==> config.mk <==
export PLATFORM = sky130hd
export DESIGN_NAME = uart_rx_flat
export DESIGN_NICKNAME = d
export VERILOG_FILES = /design/src/rtl/uart_pkg.sv /design/src/rtl/uart_rx_if.sv /design/src/rtl/uart_rx_sync_2ff.sv /design/src/rtl/uart_rx.sv /design/src/flat_wrapper.sv
export SDC_FILE = /design/constraint.sdc
export NUM_CORES = 1
export LEC_CHECK = 0
export BUFFER_PORTS_ARGS = -buffer_cell sky130_fd_sc_hd__buf_2
export CORE_UTILIZATION = 57
export CTS_CLUSTER_DIAMETER = 80
export DETAILED_ROUTE_END_ITERATION = 10
export PLACE_DENSITY = 0.81
export SLEW_MARGIN = 15
export SYNTH_ARGS = -nofsm -noshare
export SYNTH_HDL_FRONTEND = slang
export SYNTH_HIERARCHICAL = 1
export SYNTH_SLANG_ARGS = --single-unit
==> constraint.sdc <==
create_clock -name clk -period 2.4 [get_ports clk]
set_input_delay 0.48 -clock clk [delete_from_list [all_inputs] [get_ports clk]]
set_output_delay 0.48 -clock clk [all_outputs]
set_load 0.05 [all_outputs]
==> src/rtl/uart_pkg.sv <==
// Definitions shared by the UART transmitter and receiver, so that both
// sides take their bit period from a single constant.
package uart_pkg;

  localparam int BAUD_DIV_DFLT = 5208;
  localparam int DATA_BITS     = 8;
  // bit_cnt value at the stop-bit midpoint (start = 0, data = 1..8)
  localparam logic [3:0] STOP_IDX = 4'd9;

  typedef enum logic {
    IDLE,
    RECEIVING
  } rx_state_t;

endpackage : uart_pkg

==> src/rtl/uart_rx_if.sv <==
// Serial line plus parallel byte handshake between uart_rx and its consumer.
interface uart_rx_if;
  import uart_pkg::*;

  logic                 RX;
  logic                 clr_rdy;
  logic [DATA_BITS-1:0] rx_data;
  logic                 rdy;
  logic                 frm_err;

  modport slave  (input  RX, clr_rdy, output rx_data, rdy, frm_err);
  modport master (output RX, clr_rdy, input  rx_data, rdy, frm_err);

endinterface : uart_rx_if

==> src/rtl/uart_rx_sync_2ff.sv <==
// Two-flop synchroniser for an asynchronous single-bit input; the reset
// value is parameterised so an idle-high line comes out of reset as idle.
module sync_2ff #(
  parameter logic RST_VAL = 1'b1
) (
  input  logic clk,
  input  logic rst,
  input  logic d_i,
  output logic q_o
);

  logic s1_q;
  logic s2_q;

  // NOTE: clocked state uses non-blocking assignments so both stages
  // sample their inputs from before the edge, forming a real 2-stage chain.
  always_ff @(posedge clk) begin
    if (rst) begin
      s1_q <= RST_VAL;
      s2_q <= RST_VAL;
    end else begin
      s1_q <= d_i;
      s2_q <= s1_q;
    end
  end

  assign q_o = s2_q;

endmodule : sync_2ff

==> src/rtl/uart_rx.sv <==
// 8N1 UART receiver: synchronises RX, finds the start edge, samples each
// bit at its midpoint and presents the byte with rdy / frm_err flags.
module uart_rx
  import uart_pkg::*;
#(
  parameter int BAUD_DIV = BAUD_DIV_DFLT,
  parameter int HALF_DIV = BAUD_DIV / 2
) (
  input  logic       clk,
  input  logic       rst,
  uart_rx_if.slave   bus
);

  localparam int CNT_W = $clog2(BAUD_DIV);
  localparam logic [CNT_W-1:0] BAUD_LOAD = CNT_W'(BAUD_DIV - 1);
  localparam logic [CNT_W-1:0] HALF_LOAD = CNT_W'(HALF_DIV - 1);

  logic rx_s2;
  logic rx_s3_q;
  logic start_det;
  logic sample;

  rx_state_t            state_q,   state_d;
  logic [CNT_W-1:0]     cnt_q,     cnt_d;
  logic [3:0]           bit_cnt_q, bit_cnt_d;
  logic [DATA_BITS-1:0] shreg_q,   shreg_d;
  logic [DATA_BITS-1:0] rx_data_q, rx_data_d;
  logic                 rdy_q,     rdy_d;
  logic                 frm_err_q, frm_err_d;

  sync_2ff #(.RST_VAL(1'b1)) u_sync (
    .clk (clk),
    .rst (rst),
    .d_i (bus.RX),
    .q_o (rx_s2)
  );

  // Only a fresh 1->0 transition starts a frame; a line held low does not.
  assign start_det = rx_s3_q & ~rx_s2;
  assign sample    = (state_q == RECEIVING) && (cnt_q == '0);

  always_ff @(posedge clk) begin
    if (rst) begin
      rx_s3_q   <= 1'b1;
      state_q   <= IDLE;
      cnt_q     <= '0;
      bit_cnt_q <= '0;
      shreg_q   <= '0;
      rx_data_q <= '0;
      rdy_q     <= 1'b0;
      frm_err_q <= 1'b0;
    end else begin
      rx_s3_q   <= rx_s2;
      state_q   <= state_d;
      cnt_q     <= cnt_d;
      bit_cnt_q <= bit_cnt_d;
      shreg_q   <= shreg_d;
      rx_data_q <= rx_data_d;
      rdy_q     <= rdy_d;
      frm_err_q <= frm_err_d;
    end
  end

  always_comb begin
    // NOTE: every signal gets its hold value first so no path through the
    // case leaves one unassigned, which would infer a latch.
    state_d   = state_q;
    cnt_d     = cnt_q;
    bit_cnt_d = bit_cnt_q;
    shreg_d   = shreg_q;
    rx_data_d = rx_data_q;
    rdy_d     = rdy_q;
    frm_err_d = frm_err_q;

    // Acknowledge first, so a flag set later in this cycle takes priority.
    if (bus.clr_rdy) begin
      rdy_d     = 1'b0;
      frm_err_d = 1'b0;
    end

    unique case (state_q)
      IDLE: begin
        if (start_det) begin
          state_d   = RECEIVING;
          cnt_d     = HALF_LOAD;
          bit_cnt_d = '0;
          rdy_d     = 1'b0;
          frm_err_d = 1'b0;
        end
      end

      RECEIVING: begin
        if (sample) begin
          cnt_d     = BAUD_LOAD;
          bit_cnt_d = bit_cnt_q + 4'd1;
          if (bit_cnt_q == 4'd0) begin
            if (rx_s2) state_d = IDLE;
          end else if (bit_cnt_q < STOP_IDX) begin
            shreg_d = {rx_s2, shreg_q[DATA_BITS-1:1]};
          end else begin
            state_d = IDLE;
            if (rx_s2) begin
              rx_data_d = shreg_q;
              rdy_d     = 1'b1;
            end else begin
              frm_err_d = 1'b1;
            end
          end
        end else begin
          cnt_d = cnt_q - 1'b1;
        end
      end

      default: state_d = IDLE;
    endcase
  end

  assign bus.rx_data = rx_data_q;
  assign bus.rdy     = rdy_q;
  assign bus.frm_err = frm_err_q;

endmodule : uart_rx

==> src/flat_wrapper.sv <==
// flat-port wrapper written by rule: the top's interface ports become plain ports
module uart_rx_flat import uart_pkg::*;
#(
  parameter int BAUD_DIV = BAUD_DIV_DFLT,
  parameter int HALF_DIV = BAUD_DIV / 2
)
  (clk, rst, bus_RX, bus_clr_rdy, bus_rx_data, bus_rdy, bus_frm_err);
  uart_rx_if bus_i ();
  input  logic clk;
  input  logic rst;
  input wire logic [$bits(bus_i.RX)-1:0] bus_RX;
  input wire logic [$bits(bus_i.clr_rdy)-1:0] bus_clr_rdy;
  output wire logic [$bits(bus_i.rx_data)-1:0] bus_rx_data;
  output wire logic [$bits(bus_i.rdy)-1:0] bus_rdy;
  output wire logic [$bits(bus_i.frm_err)-1:0] bus_frm_err;
  assign bus_i.RX = bus_RX;
  assign bus_i.clr_rdy = bus_clr_rdy;
  assign bus_rx_data = bus_i.rx_data;
  assign bus_rdy = bus_i.rdy;
  assign bus_frm_err = bus_i.frm_err;
  uart_rx #(.BAUD_DIV(BAUD_DIV), .HALF_DIV(HALF_DIV)) u_core (.clk(clk), .rst(rst), .bus(bus_i));
endmodule
# After elaboration in Yosys (flattened, before gate mapping)
# Cells that the tools add are included.
[word_totals] ff_bits=39 latch_bits=0 ram_bits=0 mem_bits_ro=0 output_inout_bits=10 wordCells=52 mem_count=0
[op_classes] n_addsub=2 mul=0 div_mod_pow=0 order_cmp=1 eq_ne=2 shift=0 muxes=26 bitwise=5 reduce_logical=6
[op_table] cell="two-way mux 13 bit" count=2
[op_table] cell="case mux 13 bit (2 select lines)" count=1
[op_table] cell="two-way mux 1 bit" count=17
[op_table] cell="logical NOT 13 bit" count=1
[op_table] cell="subtractor 13 x 1 -> 13 bit, second input constant" count=1
[op_table] cell="two-way mux 4 bit" count=2
[op_table] cell="case mux 4 bit (2 select lines)" count=1
[op_table] cell="case mux 1 bit (2 select lines)" count=3
[op_table] cell="AND reduction 5 bit" count=1
[op_table] cell="adder 4 x 1 -> 4 bit, second input constant" count=1
[op_table] cell="logical NOT 4 bit" count=1
[op_table] cell="less-than comparator 4 bit, second input constant" count=1
[op_table] cell="!= test 2 x 1 -> 1 bit, second input constant" count=2
[op_table] cell="inverter 1 bit" count=4
[op_table] cell="AND reduction 4 bit" count=1
[op_table] cell="AND reduction 2 bit" count=1
[op_table] cell="bitwise AND 1 bit" count=1
[op_table] cell="logical AND 1 bit" count=1

# Logic depth before layout (Yosys ltp)
# Gate-level depths: netlist of the first run.
[depth] ltp_word=6 depth_mapped=7 ltp_nobuf=6

# Cells and area by module
# Netlist of the first run, hierarchy kept.
[by_module_without_submodules] module="uart_rx" n_inst=1 cells_each=187 area_per_inst_um2=1681.6
[by_module_without_submodules] module="sync_2ff" n_inst=1 cells_each=4 area_per_inst_um2=52.6

# Worst setup path before layout of the first run
# No wires, ideal clock.
[synth_path] path_type="register to register" start="register u_core.cnt_q[0]" end="register u_core.cnt_q[3]" arrival_time_ns=1.675 required_time_ns=2.272 path_slack_ns=0.597 stages_incl_launch_ff=7 path_buffers=0 cell_sequence="dfxtp_1 -> inv_1 -> ha_1 -> nor3b_1 -> a41oi_1 -> a221oi_1 -> nor2_1"
[synth_between] elab_chain_len=4 word_cells_on_any_way=5
[synth_rtl] item="from (decl)" line_no="uart_rx.sv:24" text="logic [CNT_W-1:0] cnt_q, cnt_d;"
[synth_rtl] item="from (signal assigned)" line_no="uart_rx.sv:55" text="cnt_q <= cnt_d;"
[synth_rtl] item="parallel branches: the longest is 2 deep, another holds subtractor 13 x 1 -> 13 bit"
[synth_rtl] item="two-way mux 13 bit *" line_no="uart_rx.sv:93" text="if (sample) begin"
[synth_rtl] item="case mux 13 bit (2 select lines) *" line_no="uart_rx.sv:81" text="unique case (state_q)"
# Every way passes the cells marked *.
# A chain may end at the register's enable or synchronous reset.

# Worst setup path after layout of the first run
[layout_path] start="register u_core.cnt_q[0]" end="register u_core.shreg_q[5]"
[layout_between] elab_chain_len=3
[layout_rtl] item="logical NOT 13 bit" line_no="uart_rx.sv:40" text="assign sample = (state_q == RECEIVING) && (cnt_q == '0);"
[layout_rtl] item="logical AND 1 bit" line_no="uart_rx.sv:40"
[layout_rtl] item="AND reduction 4 bit (no source line)"
[layout_rtl] item="to (signal assigned)" line_no="uart_rx.sv:57" text="shreg_q <= shreg_d;"
[layout_rtl] item="to (decl)" line_no="uart_rx.sv:26" text="logic [DATA_BITS-1:0] shreg_q, shreg_d;"
# No other way between the ends.

==> results of run 1 <==
==> report_power, final <==
part / internal (mW) / switching (mW) / leakage (nW)
Sequential: 0.667 / 0.0254 / 0.316
Clock: 0.325 / 0.204 / 0.0525
Combinational: 0.0827 / 0.113 / 0.410
==> flip-flops by register name, indices dropped and copies added, names as in the netlist <==
| register | flops |
|---|---|
| u_core/shreg_q | 8 |
| u_core/bus.rx_data | 8 |
| u_core/bus.rdy | 1 |
| u_core/u_sync/s1_q | 1 |
| u_core/state_q | 1 |
| u_core/rx_s3_q | 1 |
| u_core/cnt_q | 13 |
| u_core/bit_cnt_q | 4 |
| u_core/u_sync/q_o | 1 |
| u_core/bus.frm_err | 1 |
==> stage by stage <==
stage / utilization [%] / worst slack, ns / area [sq um] / instances
6_report: 69.0 / 0.341 / 1950 / 242
5_1_grt: 69.0 / 0.231 / 1950 / 242
4_1_cts: 69.0 / 0.363 / 1950 / 242
3_5_place_dp: 65.4 / 0.388 / 1850 / 234
3_3_place_gp: 65.4 / 0.499 / 1850 / 234
2_1_floorplan: - / 0.597 / 1730 / 191
==> per-layer routing <==
metal,GRT usage [%],wire [microns],vias up
met4,12.5,45,0
li1,-,-,738
met2,39.8,1780,69
met3,4.99,267,7
met1,33.5,1660,709
met5,0,0,-
==> cell usage after synthesis, drive strengths merged (2+ instances only) <==
| master | number | area [sq um] |
|---|---|---|
| nor4 | 3 | 40.0 |
| a21oi | 15 | 75.1 |
| nand3 | 9 | 45.0 |
| nand2b | 5 | 31.3 |
| inv | 9 | 33.8 |
| nand3b | 3 | 22.5 |
| clkbuf | 5 | 18.8 |
| o221ai | 2 | 17.5 |
| mux2 | 2 | 22.5 |
| nand2 | 20 | 75.1 |
| a31o | 8 | 70.1 |
| or2 | 3 | 18.8 |
| ha | 3 | 37.5 |
| o21ai | 6 | 30.0 |
| a221oi | 2 | 17.5 |
| nand4 | 2 | 12.5 |
| buf | 3 | 21.3 |
| and3 | 2 | 12.5 |
| dfxtp | 39 | 781 |
| mux2i | 8 | 80.1 |
| nor3 | 11 | 60.1 |
| and2 | 2 | 12.5 |
| nor2 | 8 | 30.0 |
| or3 | 5 | 31.3 |
| a311oi | 2 | 17.5 |
==> worst max path at each step <==
stage / to / slack [ns] / cells past startpoint
floorplan: u_core/cnt_q[3]$_SDFFE_PP0P_ / 0.60 / 6
global placement: u_core/shreg_q[1]$_SDFFE_PP0P_ / 0.50 / 6
detailed placement: u_core/shreg_q[6]$_SDFFE_PP0P_ / 0.39 / 6
CTS: u_core/shreg_q[6]$_SDFFE_PP0P_ / 0.36 / 6
global route: u_core/shreg_q[6]$_SDFFE_PP0P_ / 0.23 / 6
finish: u_core/shreg_q[5]$_SDFFE_PP0P_ / 0.34 / 6
==> critical path, delay by kind of cell (launching register included) <==
kind / cells / cell delay (ns)
buffers and inverters: 1 / 0.07
AND/OR/NAND/NOR: 3 / 1.14
adder cells (fa/ha/maj): 1 / 0.19
flip-flops: 1 / 0.37
multiplexers: 1 / 0.18
==> cell families (layout without fill, tap and decap cells) <==
kind of cell             count (synthesis)  count (layout)  synth area share [%]
buffers and inverters                   17              37                  4.26
AND/OR/NAND/NOR                         79              79                  25.7
multiplexers                            10              10                  5.92
flip-flops                              39              39                  45.0
AO/OA/AOI/OAI                           43              43                  17.0
adder cells (fa/ha/maj)                  3               3                  2.16
==> cell type report <==
| class | count | area share, % |
|---|---|---|
| Clock buffer | 6 | 2.12 |
| Timing Repair Buffer | 20 | 6.03 |
| Clock inverter | 2 | 3.08 |
| Multi-Input combinational cell | 135 | 45.1 |
| Tap cell | 31 | 1.99 |
| Sequential cell | 39 | 40.0 |
| Inverter | 9 | 1.73 |
==> results.json, run 1 <==
{
  "fp-row-count": 19,
  "timing.slew.headroom_pct": 64.7,
  "layout_common_cells": "39 x sky130_fd_sc_hd__dfxtp_1, 20 x sky130_fd_sc_hd__nand2_1, 15 x sky130_fd_sc_hd__a21oi_1",
  "io_pins": 14,
  "tritoncts_clock_tree": "yes",
  "hold_end": "u_core/u_sync/s1_q$_SDFF_PP1_",
  "crit_path_max_fanout": 6,
  "setup-tns-final_ns": 0,
  "violations_in_the_final_reports": "design-rule violations",
  "layout.nets": 217,
  "cts.path.max_buffers": 2,
  "worst_skew_pair.late_latency_ns": 0.34,
  "detail_route.wirelength_mm": 3.75,
  "drt-pass1-iter-count": 7,
  "timing.hold.worst.start": "bus_RX",
  "start_util_pct": 61.3,
  "grt_first_pass_wirelength_mm": 6.32,
  "rr_startpoint": "u_core/cnt_q[0]$_SDFFE_PP0P_",
  "postCtsSetupRepairBufs": 0,
  "power.ir.vdd_worst_v": 0.000520,
  "worst_path_clk_slew_ns": 0.11,
  "static-leakage-power_nw": 0.779,
  "cts_hold_repair.buffers": 0,
  "path_type_of_the_worst_setup_path": "flip-flop to flip-flop",
  "worstPathArrival_ns": 2.28,
  "depth_of_the_worst_register_to_register_path": 6,
  "drt-wirelength-per-cell_microns": 15.5,
  "die_area_sq_um": 3270,
  "crit_start_category": "flip-flop",
  "grt_pass1_vias": 1431,
  "grt.overflow.total": 0,
  "synthDistinctLibCells": 44,
  "hold_viol": 0,
  "grtUsageTotal_pct": 25.4,
  "final_max_slew_viol_count": 0,
  "antenna_violations_before_repair": 0,
  "filler_cell_count": 215,
  "worstHoldPathType": "primary input to flip-flop",
  "crit_slowest_cell": "sky130_fd_sc_hd__or3_1",
  "critical_path_required_ns": 2.62,
  "cts.sink_count": 39,
  "ctsHtreeMaxLevel": 2,
  "flow.area_growth_from_synthesis_pct": 12.6,
  "timing.fmax_mhz": 486,
  "critical-path-max-stage-delay_ns": 0.60,
  "critical_path.startpoint": "u_core/cnt_q[0]$_SDFFE_PP0P_",
  "fin_worst_skew_ns": 0.00975,
  "cap_violations": 0,
  "total_power_mw": 1.42,
  "postSynth.topFlopCell": "sky130_fd_sc_hd__dfxtp_1",
  "fin_hold_ws_ns": 0.315,
  "run_status": "complete, but fails checks",
  "number_of_design_rule_violations_left_after_detail_routing": 2,
  "postSynthAreaPerCell_sq_um": 9.08,
  "tightest_slew_ns": 0.523,
  "yosysSeqAreaShare_pct": 45.0,
  "internal_reg_to_reg_setup_slack_ns": 0.34,
  "final_min_period_ns": 2.06,
  "postRouteAntennaNets": 0,
  "finalWeightedCongestion": 0.883,
  "rsz0062_at_grt": "false",
  "numCtsBuffers": 5,
  "n_antenna_cell": 0,
  "multi_input_comb_area_sq_um": 880,
  "regArea_sq_um": 781,
  "post_synth_instance_area_sq_um": 1730,
  "cts_root_buffer": "sky130_fd_sc_hd__clkbuf_4",
  "series_of_cell_instances_along_the_critical_path": "inv_1 -> ha_1 -> and4bb_2 -> nand4_1 -> or3_1 -> mux2i_1",
  "core_area_sq_um": 2830,
  "post_cts.resized_instances": 0,
  "post_route_cells_drive_above_1_share_pct": 20.4,
  "yosys_register_bits": 39,
  "first_iter_violations": 102,
  "detailroute.via_count": 1523,
  "post-route-period-util_pct": 85.8,
  "min_path_cells": 2,
  "p_per_area_nw_per_um2": 726,
  "grt_max_degree": 19,
  "async_reset_ff_share_pct": 0,
  "critical_path.reg2reg.endpoint": "u_core/shreg_q[5]$_SDFFE_PP0P_",
  "placement.io_buffers": 13,
  "die-width_microns": 57.2,
  "net_count_synth": 198,
  "most_common_cell_after_layout_fill_and_taps_aside": "sky130_fd_sc_hd__dfxtp_1",
  "yosysWarningCount": 6,
  "setup-violations-final": 0,
  "chipHeight_microns": 57.2,
  "hpwl_mm": 2.60,
  "synth-edff-count": 0,
  "critical_path.endpoint_type": "flip-flop",
  "avgViaCountPerCell": 6.29,
  "syn_inst": 191
}
(Power assumes the default switching activity.)
==> run 2, diff against run 1 <==
--- a/config.mk
+++ b/config.mk
@@ -13,5 +13,4 @@
 export SLEW_MARGIN = 15
 export SYNTH_ARGS = -nofsm -noshare
 export SYNTH_HDL_FRONTEND = slang
-export SYNTH_HIERARCHICAL = 1
 export SYNTH_SLANG_ARGS = --single-unit
==> results.json, run 2 <==
{
  "run_status": "complete, but fails checks",
  "violations_in_the_final_reports": "design-rule violations",
  "filler_cell_count": 244,
  "internal_reg_to_reg_setup_slack_ns": 0.22,
  "grtUsageTotal_pct": 23.4,
  "critical_path.startpoint": "u_core.cnt_q[0]$_SDFFE_PP0P_",
  "place_area_sq_um": 1860,
  "worstPathBufferInverterCount": 1,
  "worstHoldPathType": "primary input to flip-flop",
  "grt.overflow.total": 0,
  "worstSetupEndpoint": "u_core.bus.rx_data[3]$_SDFFE_PP0P_",
  "crit_slowest_cell": "sky130_fd_sc_hd__or3_1",
  "grt_max_degree": 39,
  "internal_power_mw": 1.07,
  "most_common_cell_after_layout_fill_and_taps_aside": "sky130_fd_sc_hd__dfxtp_1",
  "rr_startpoint": "u_core.cnt_q[0]$_SDFFE_PP0P_",
  "synth_area_leaders": "sky130_fd_sc_hd__dfxtp_1 44%, sky130_fd_sc_hd__mux2i_1 8.5%, sky130_fd_sc_hd__nand2b_1 6.7%",
  "hold_viol": 0,
  "final_max_slew_viol_count": 0,
  "setup-violations-final": 0,
  "syn_inst": 189,
  "detailroute.via_count": 1472,
  "finish.instance_area_sq_um": 1970,
  "layout.nets": 212,
  "proportion_of_netlist_area_held_by_the_largest_area_contributor_pct": 44.1,
  "io_pins": 14,
  "depth_of_the_worst_register_to_register_path": 6,
  "layout_common_cells": "39 x sky130_fd_sc_hd__dfxtp_1, 19 x sky130_fd_sc_hd__nand2b_1, 15 x sky130_fd_sc_hd__mux2i_1",
  "detail_route.wirelength_mm": 3.60,
  "yosys_register_bits": 39,
  "async_reset_ff_share_pct": 0,
  "critical_path.reg2reg.endpoint": "u_core.bus.rx_data[3]$_SDFFE_PP0P_",
  "largest_register_ffs": 13,
  "worstPathArrival_ns": 2.40,
  "chipHeight_microns": 57.7,
  "synthDistinctLibCells": 43,
  "series_of_cell_instances_along_the_critical_path": "inv_1 -> ha_1 -> nor3b_2 -> nand4_1 -> or3_1 -> mux2i_1",
  "post-synth-top-count-cell": "sky130_fd_sc_hd__dfxtp_1",
  "cts.sink_count": 39,
  "cap_violations": 0,
  "m1WireLength_mm": 1.61,
  "grt_pass1_vias": 1366,
  "ctsHtreeMaxLevel": 2,
  "crit_start_category": "flip-flop",
  "fin_hold_ws_ns": 0.310,
  "met3_wirelength_microns": 219,
  "p_per_area_nw_per_um2": 716,
  "static-leakage-power_nw": 0.836,
  "number_of_design_rule_violations_left_after_detail_routing": 1,
  "rsz0062_at_grt": "false",
  "critical_path_required_ns": 2.62,
  "drt-pass1-iter-count": 7,
  "met2RoutedLength_mm": 1.72,
  "setup-tns-final_ns": 0,
  "first_iter_violations": 105,
  "flow.area_growth_from_synthesis_pct": 11.1,
  "numCtsBuffers": 5,
  "core_area_sq_um": 2850,
  "tritoncts_clock_tree": "yes",
  "cts_hold_repair.buffers": 0,
  "post-route-period-util_pct": 90.6,
  "worst_skew_pair.late_latency_ns": 0.34,
  "post_synth_instance_area_sq_um": 1770,
  "cts_root_buffer": "sky130_fd_sc_hd__clkbuf_4",
  "finalWeightedCongestion": 0.892,
  "antenna_violations_before_repair": 0,
  "post_route_cells_drive_above_1_share_pct": 16.5,
  "crit_path_max_fanout": 9,
  "crit_family": "simple AND/OR/NAND/NOR gates",
  "drt-wirelength-per-cell_microns": 15.2,
  "top_layer": "met4",
  "worst_path_clk_slew_ns": 0.11,
  "netSwitchingFraction_pct": 24.3,
  "postCtsSetupRepairBufs": 0,
  "start_util_pct": 62.1,
  "die_area_sq_um": 3330,
  "synth_common_cells": "39 x sky130_fd_sc_hd__dfxtp_1, 19 x sky130_fd_sc_hd__nand2b_1, 15 x sky130_fd_sc_hd__mux2i_1",
  "critical_path.endpoint_type": "flip-flop",
  "fin_worst_skew_ns": 0.00926,
  "total_switching_power_mw": 0.343,
  "largest-register": "u_core.cnt_q",
  "postSynthAreaPerCell_sq_um": 9.37,
  "timing.fmax_mhz": 460,
  "path_depth": 6,
  "grt_first_pass_wirelength_mm": 6.02,
  "yosysSeqAreaShare_pct": 44.1,
  "critical-path-max-stage-delay_ns": 0.62,
  "final_min_period_ns": 2.18,
  "cts.path.max_buffers": 2,
  "fp-row-count": 19,
  "timing.slew.headroom_pct": 46.6,
  "share_clk_of_total_power_pct": 38.0,
  "synth-edff-count": 0,
  "yosysWarningCount": 0,
  "synth_largest_area_cell": "sky130_fd_sc_hd__dfxtp_1",
  "tightest_slew_ns": 0.800,
  "power.sequential.fraction_pct": 49.0,
  "n_antenna_cell": 0,
  "die-width_microns": 57.7,
  "placement.io_buffers": 13,
  "net_count_synth": 196,
  "postRouteAntennaNets": 0,
  "postSynth.topFlopCell": "sky130_fd_sc_hd__dfxtp_1",
  "power.share.combinational_pct": 13.0,
  "hpwl_mm": 2.55,
  "avgViaCountPerCell": 6.21,
  "path_type_of_the_worst_setup_path": "flip-flop to flip-flop",
  "power.ir.vdd_worst_v": 0.000469
}
-- run 2: worst register-to-register path: stages (launching register included) --
cell	delay [ns]
sky130_fd_sc_hd__dfxtp_1	0.36
sky130_fd_sc_hd__inv_1	0.07
sky130_fd_sc_hd__ha_1	0.28
sky130_fd_sc_hd__nor3b_2	0.38
sky130_fd_sc_hd__nand4_1	0.16
sky130_fd_sc_hd__or3_1	0.62
sky130_fd_sc_hd__mux2i_1	0.20
-- run 2: worst min path at each step --
stage                                          endpoint  cells after the start  slack, ns                     startpoint
after floorplan            u_core.u_sync.q_o$_SDFF_PP1_                      1       0.39  u_core.u_sync.s1_q$_SDFF_PP1_
after detailed placement   u_core.u_sync.q_o$_SDFF_PP1_                      1       0.41  u_core.u_sync.s1_q$_SDFF_PP1_
after global routing      u_core.u_sync.s1_q$_SDFF_PP1_                      2       0.31                         bus_RX
final                     u_core.u_sync.s1_q$_SDFF_PP1_                      2       0.31                         bus_RX
after CTS                 u_core.u_sync.s1_q$_SDFF_PP1_                      2       0.31                         bus_RX
after global placement     u_core.u_sync.q_o$_SDFF_PP1_                      1       0.40  u_core.u_sync.s1_q$_SDFF_PP1_
-- run 2: timing repair --
action / CTS / global route
resized for setup: 0 / 1
endpoints found under the hold margin: 0 / 0
setup endpoints to repair: 0 / 1
-- run 2: routing by layer --
layer,vias up,GRT usage (%)
li1,719,-
met1,685,32.0
met2,62,37.2
met3,6,4.69
met4,0,7.82
met5,-,0
-- run 2: cells by family after synthesis --
kind of cell | synth area share [%]
muxes | 8.48
DFF | 44.1
AOI/OAI and AO/OA | 12.9
adders and majority gates | 2.12
xor gates and xnor gates | 0.990
buffers and inverters | 3.75
and+or+nand+nor | 27.6
-- run 2: per-stage QoR --
stage	util (%)	setup WS (ns)	total power, mW	std cells
3_5_place_dp	65.4	0.205	0.881	229
3_3_place_gp	65.4	0.242	0.873	229
6_report	68.9	0.225	1.41	237
2_1_floorplan	-	0.539	0.830	189
5_1_grt	68.9	0.0388	1.46	237
4_1_cts	68.9	0.170	1.41	237
-- run 2: power groups by stage --
stage	registers [mW]	clock network (mW)	logic (mW)
after floorplan	0.698	0	0.133
after global placement	0.702	0	0.171
after detailed placement	0.704	0	0.178
after CTS	0.689	0.545	0.179
after global routing	0.693	0.569	0.202
final	0.691	0.535	0.183
-- run 2: final cells by class --
| class | count | area (sq um) | area share (%) |
|---|---|---|---|
| Inverter | 7 | 26.3 | 1.34 |
| Multi-Input combinational cell | 135 | 925 | 47.0 |
| Timing Repair Buffer | 17 | 95.1 | 4.83 |
| Clock buffer | 6 | 41.3 | 2.10 |
| Sequential cell | 39 | 781 | 39.7 |
| Tap cell | 31 | 38.8 | 1.97 |
| Clock inverter | 2 | 60.1 | 3.05 |
==> run 3, diff against run 2 <==
--- a/config.mk
+++ b/config.mk
@@ -10,6 +10,7 @@
 export CTS_CLUSTER_DIAMETER = 80
 export DETAILED_ROUTE_END_ITERATION = 10
 export PLACE_DENSITY = 0.81
+export SETUP_SLACK_MARGIN = 0.3
 export SLEW_MARGIN = 15
 export SYNTH_ARGS = -nofsm -noshare
 export SYNTH_HDL_FRONTEND = slang
==> results.json, run 3 (synthesis results as in run 2) <==
{
  "layout.cells.non_filler": 239,
  "depth_of_the_worst_register_to_register_path": 4,
  "post-route-period-util_pct": 87.1,
  "worstHoldPathType": "primary input to flip-flop",
  "timing.slew.headroom_pct": 42.4,
  "chipHeight_microns": 57.7,
  "min_path_cells": 2,
  "setup-violations-final": 0,
  "cts.path.max_buffers": 2,
  "most_common_cell_after_layout_fill_and_taps_aside": "sky130_fd_sc_hd__dfxtp_1",
  "run_status": "complete, but fails checks",
  "total_switching_power_mw": 0.357,
  "drt-wirelength-per-cell_microns": 15.7,
  "tritoncts_clock_tree": "yes",
  "timing.fmax_mhz": 479,
  "critical_path.endpoint_type": "flip-flop",
  "layout_common_cells": "39 x sky130_fd_sc_hd__dfxtp_1, 19 x sky130_fd_sc_hd__nand2b_1, 15 x sky130_fd_sc_hd__mux2i_1",
  "power.sequential.fraction_pct": 48.2,
  "post_route_cells_drive_above_1_share_pct": 18.8,
  "layout.core_utilization_pct": 70.7,
  "ctsHtreeMaxLevel": 2,
  "cts_hold_repair.buffers": 0,
  "p_per_area_nw_per_um2": 713,
  "fin_worst_skew_ns": 0.0128,
  "multi_input_comb_area_sq_um": 958,
  "cts.sink_count": 39,
  "start_util_pct": 62.1,
  "setup-tns-final_ns": 0,
  "power.ir.vdd_worst_v": 0.000459,
  "n_antenna_cell": 0,
  "finalWeightedCongestion": 0.892,
  "largest-register": "u_core.cnt_q",
  "core_area_sq_um": 2850,
  "tightest_slew_ns": 0.862,
  "first_iter_violations": 121,
  "crit_start_category": "flip-flop",
  "worst_skew_pair.late_latency_ns": 0.34,
  "internal_power_mw": 1.08,
  "detailroute.via_count": 1485,
  "postRouteAntennaNets": 0,
  "violations_in_the_final_reports": "design-rule violations",
  "critical_path_required_ns": 2.66,
  "number_of_design_rule_violations_left_after_detail_routing": 1,
  "hpwl_mm": 2.55,
  "die_area_sq_um": 3330,
  "grt_first_pass_wirelength_mm": 6.07,
  "drt-pass1-iter-count": 7,
  "placement.io_buffers": 13,
  "worst_path_clk_slew_ns": 0.12,
  "static-leakage-power_nw": 0.853,
  "share_clk_of_total_power_pct": 37.6,
  "grt_pass1_vias": 1386,
  "fp-row-count": 19,
  "crit_path_max_fanout": 8,
  "final_min_period_ns": 2.09,
  "netSwitchingFraction_pct": 24.8,
  "hold_viol": 0,
  "path_type_of_the_worst_setup_path": "flip-flop to flip-flop",
  "flow.area_growth_from_synthesis_pct": 13.9,
  "final_max_slew_viol_count": 0,
  "worstPathArrival_ns": 2.35,
  "die-width_microns": 57.7,
  "cap_violations": 0,
  "cts_root_buffer": "sky130_fd_sc_hd__clkbuf_4",
  "largest_register_ffs": 13,
  "numCtsBuffers": 5,
  "rsz0062_at_grt": "false",
  "dp.cells": 229,
  "grtUsageTotal_pct": 23.5,
  "regArea_sq_um": 781,
  "layout.nets": 214,
  "filler_cell_count": 231,
  "detail_route.wirelength_mm": 3.76,
  "power.share.combinational_pct": 14.2,
  "grt.overflow.total": 0,
  "avgViaCountPerCell": 6.21,
  "antenna_violations_before_repair": 0,
  "io_pins": 14,
  "grt_max_degree": 39
}
## run 3: cell types whose count changed in the layout (fill, tap and decap cells not counted), sizes merged
cell,previous run,this run
buf,17,19
## run 3: worst paths after layout
kind                                               startpoint                       endpoint  slack [ns]
worst max-delay path                u_core.state_q$_SDFF_PP0_   u_core.cnt_q[7]$_SDFFE_PP0P_        0.31
worst min-delay path                                   bus_RX  u_core.u_sync.s1_q$_SDFF_PP1_        0.32
worst max register to register      u_core.state_q$_SDFF_PP0_   u_core.cnt_q[7]$_SDFFE_PP0P_        0.31
worst min register to register  u_core.u_sync.s1_q$_SDFF_PP1_   u_core.u_sync.q_o$_SDFF_PP1_        0.44
## run 3: per-layer routing
metal | routed length [microns] | vias to the layer above | GRT usage [%]
met2 | 1800 | 72 | 37.2
met5 | 0 | - | 0
met4 | 36 | 0 | 9.18
li1 | - | 722 | -
met1 | 1650 | 685 | 31.4
met3 | 268 | 6 | 5.36
## run 3: cell type report
cell class | instances | area share (%)
multi-input cells | 135 | 47.5
flip-flops and latches | 39 | 38.7
inverters | 7 | 1.30
clock buffers | 6 | 2.05
clock inverters | 2 | 2.98
well taps | 31 | 1.92
repair buffers | 19 | 5.46
## run 3: power by group through the flow
stage	Clock, mW	Combinational (mW)	Sequential [mW]
after floorplan	0	0.133	0.698
after global placement	0	0.171	0.702
after detailed placement	0	0.178	0.704
after CTS	0.545	0.180	0.689
after global routing	0.570	0.224	0.695
final	0.540	0.205	0.692
## run 3: per-stage QoR
| stage | instance area [sq um] | power (mW) | setup slack [ns] | hold WS [ns] |
|---|---|---|---|---|
| after floorplan | 1770 | 0.830 | 0.539 | 0.389 |
| after global placement | 1860 | 0.873 | 0.242 | 0.397 |
| after detailed placement | 1860 | 0.881 | 0.205 | 0.412 |
| after CTS | 1970 | 1.41 | 0.292 | 0.312 |
| after global routing | 2020 | 1.49 | 0.256 | 0.311 |
| final | 2020 | 1.44 | 0.311 | 0.316 |
## run 3: repair_timing
item                                    4_1_cts  5_1_grt
setup buffers                                 0        2
resized for setup                             2        5
endpoints found under the setup margin       17       18
endpoints found under the hold margin         0        0
## run 3: critical path, cell delays in order (launching register included)
cell                       delay [ns]
sky130_fd_sc_hd__dfxtp_1         0.49
sky130_fd_sc_hd__or3b_1          0.43
sky130_fd_sc_hd__or4_1           0.47
sky130_fd_sc_hd__a311o_1         0.37
sky130_fd_sc_hd__a211oi_2        0.23
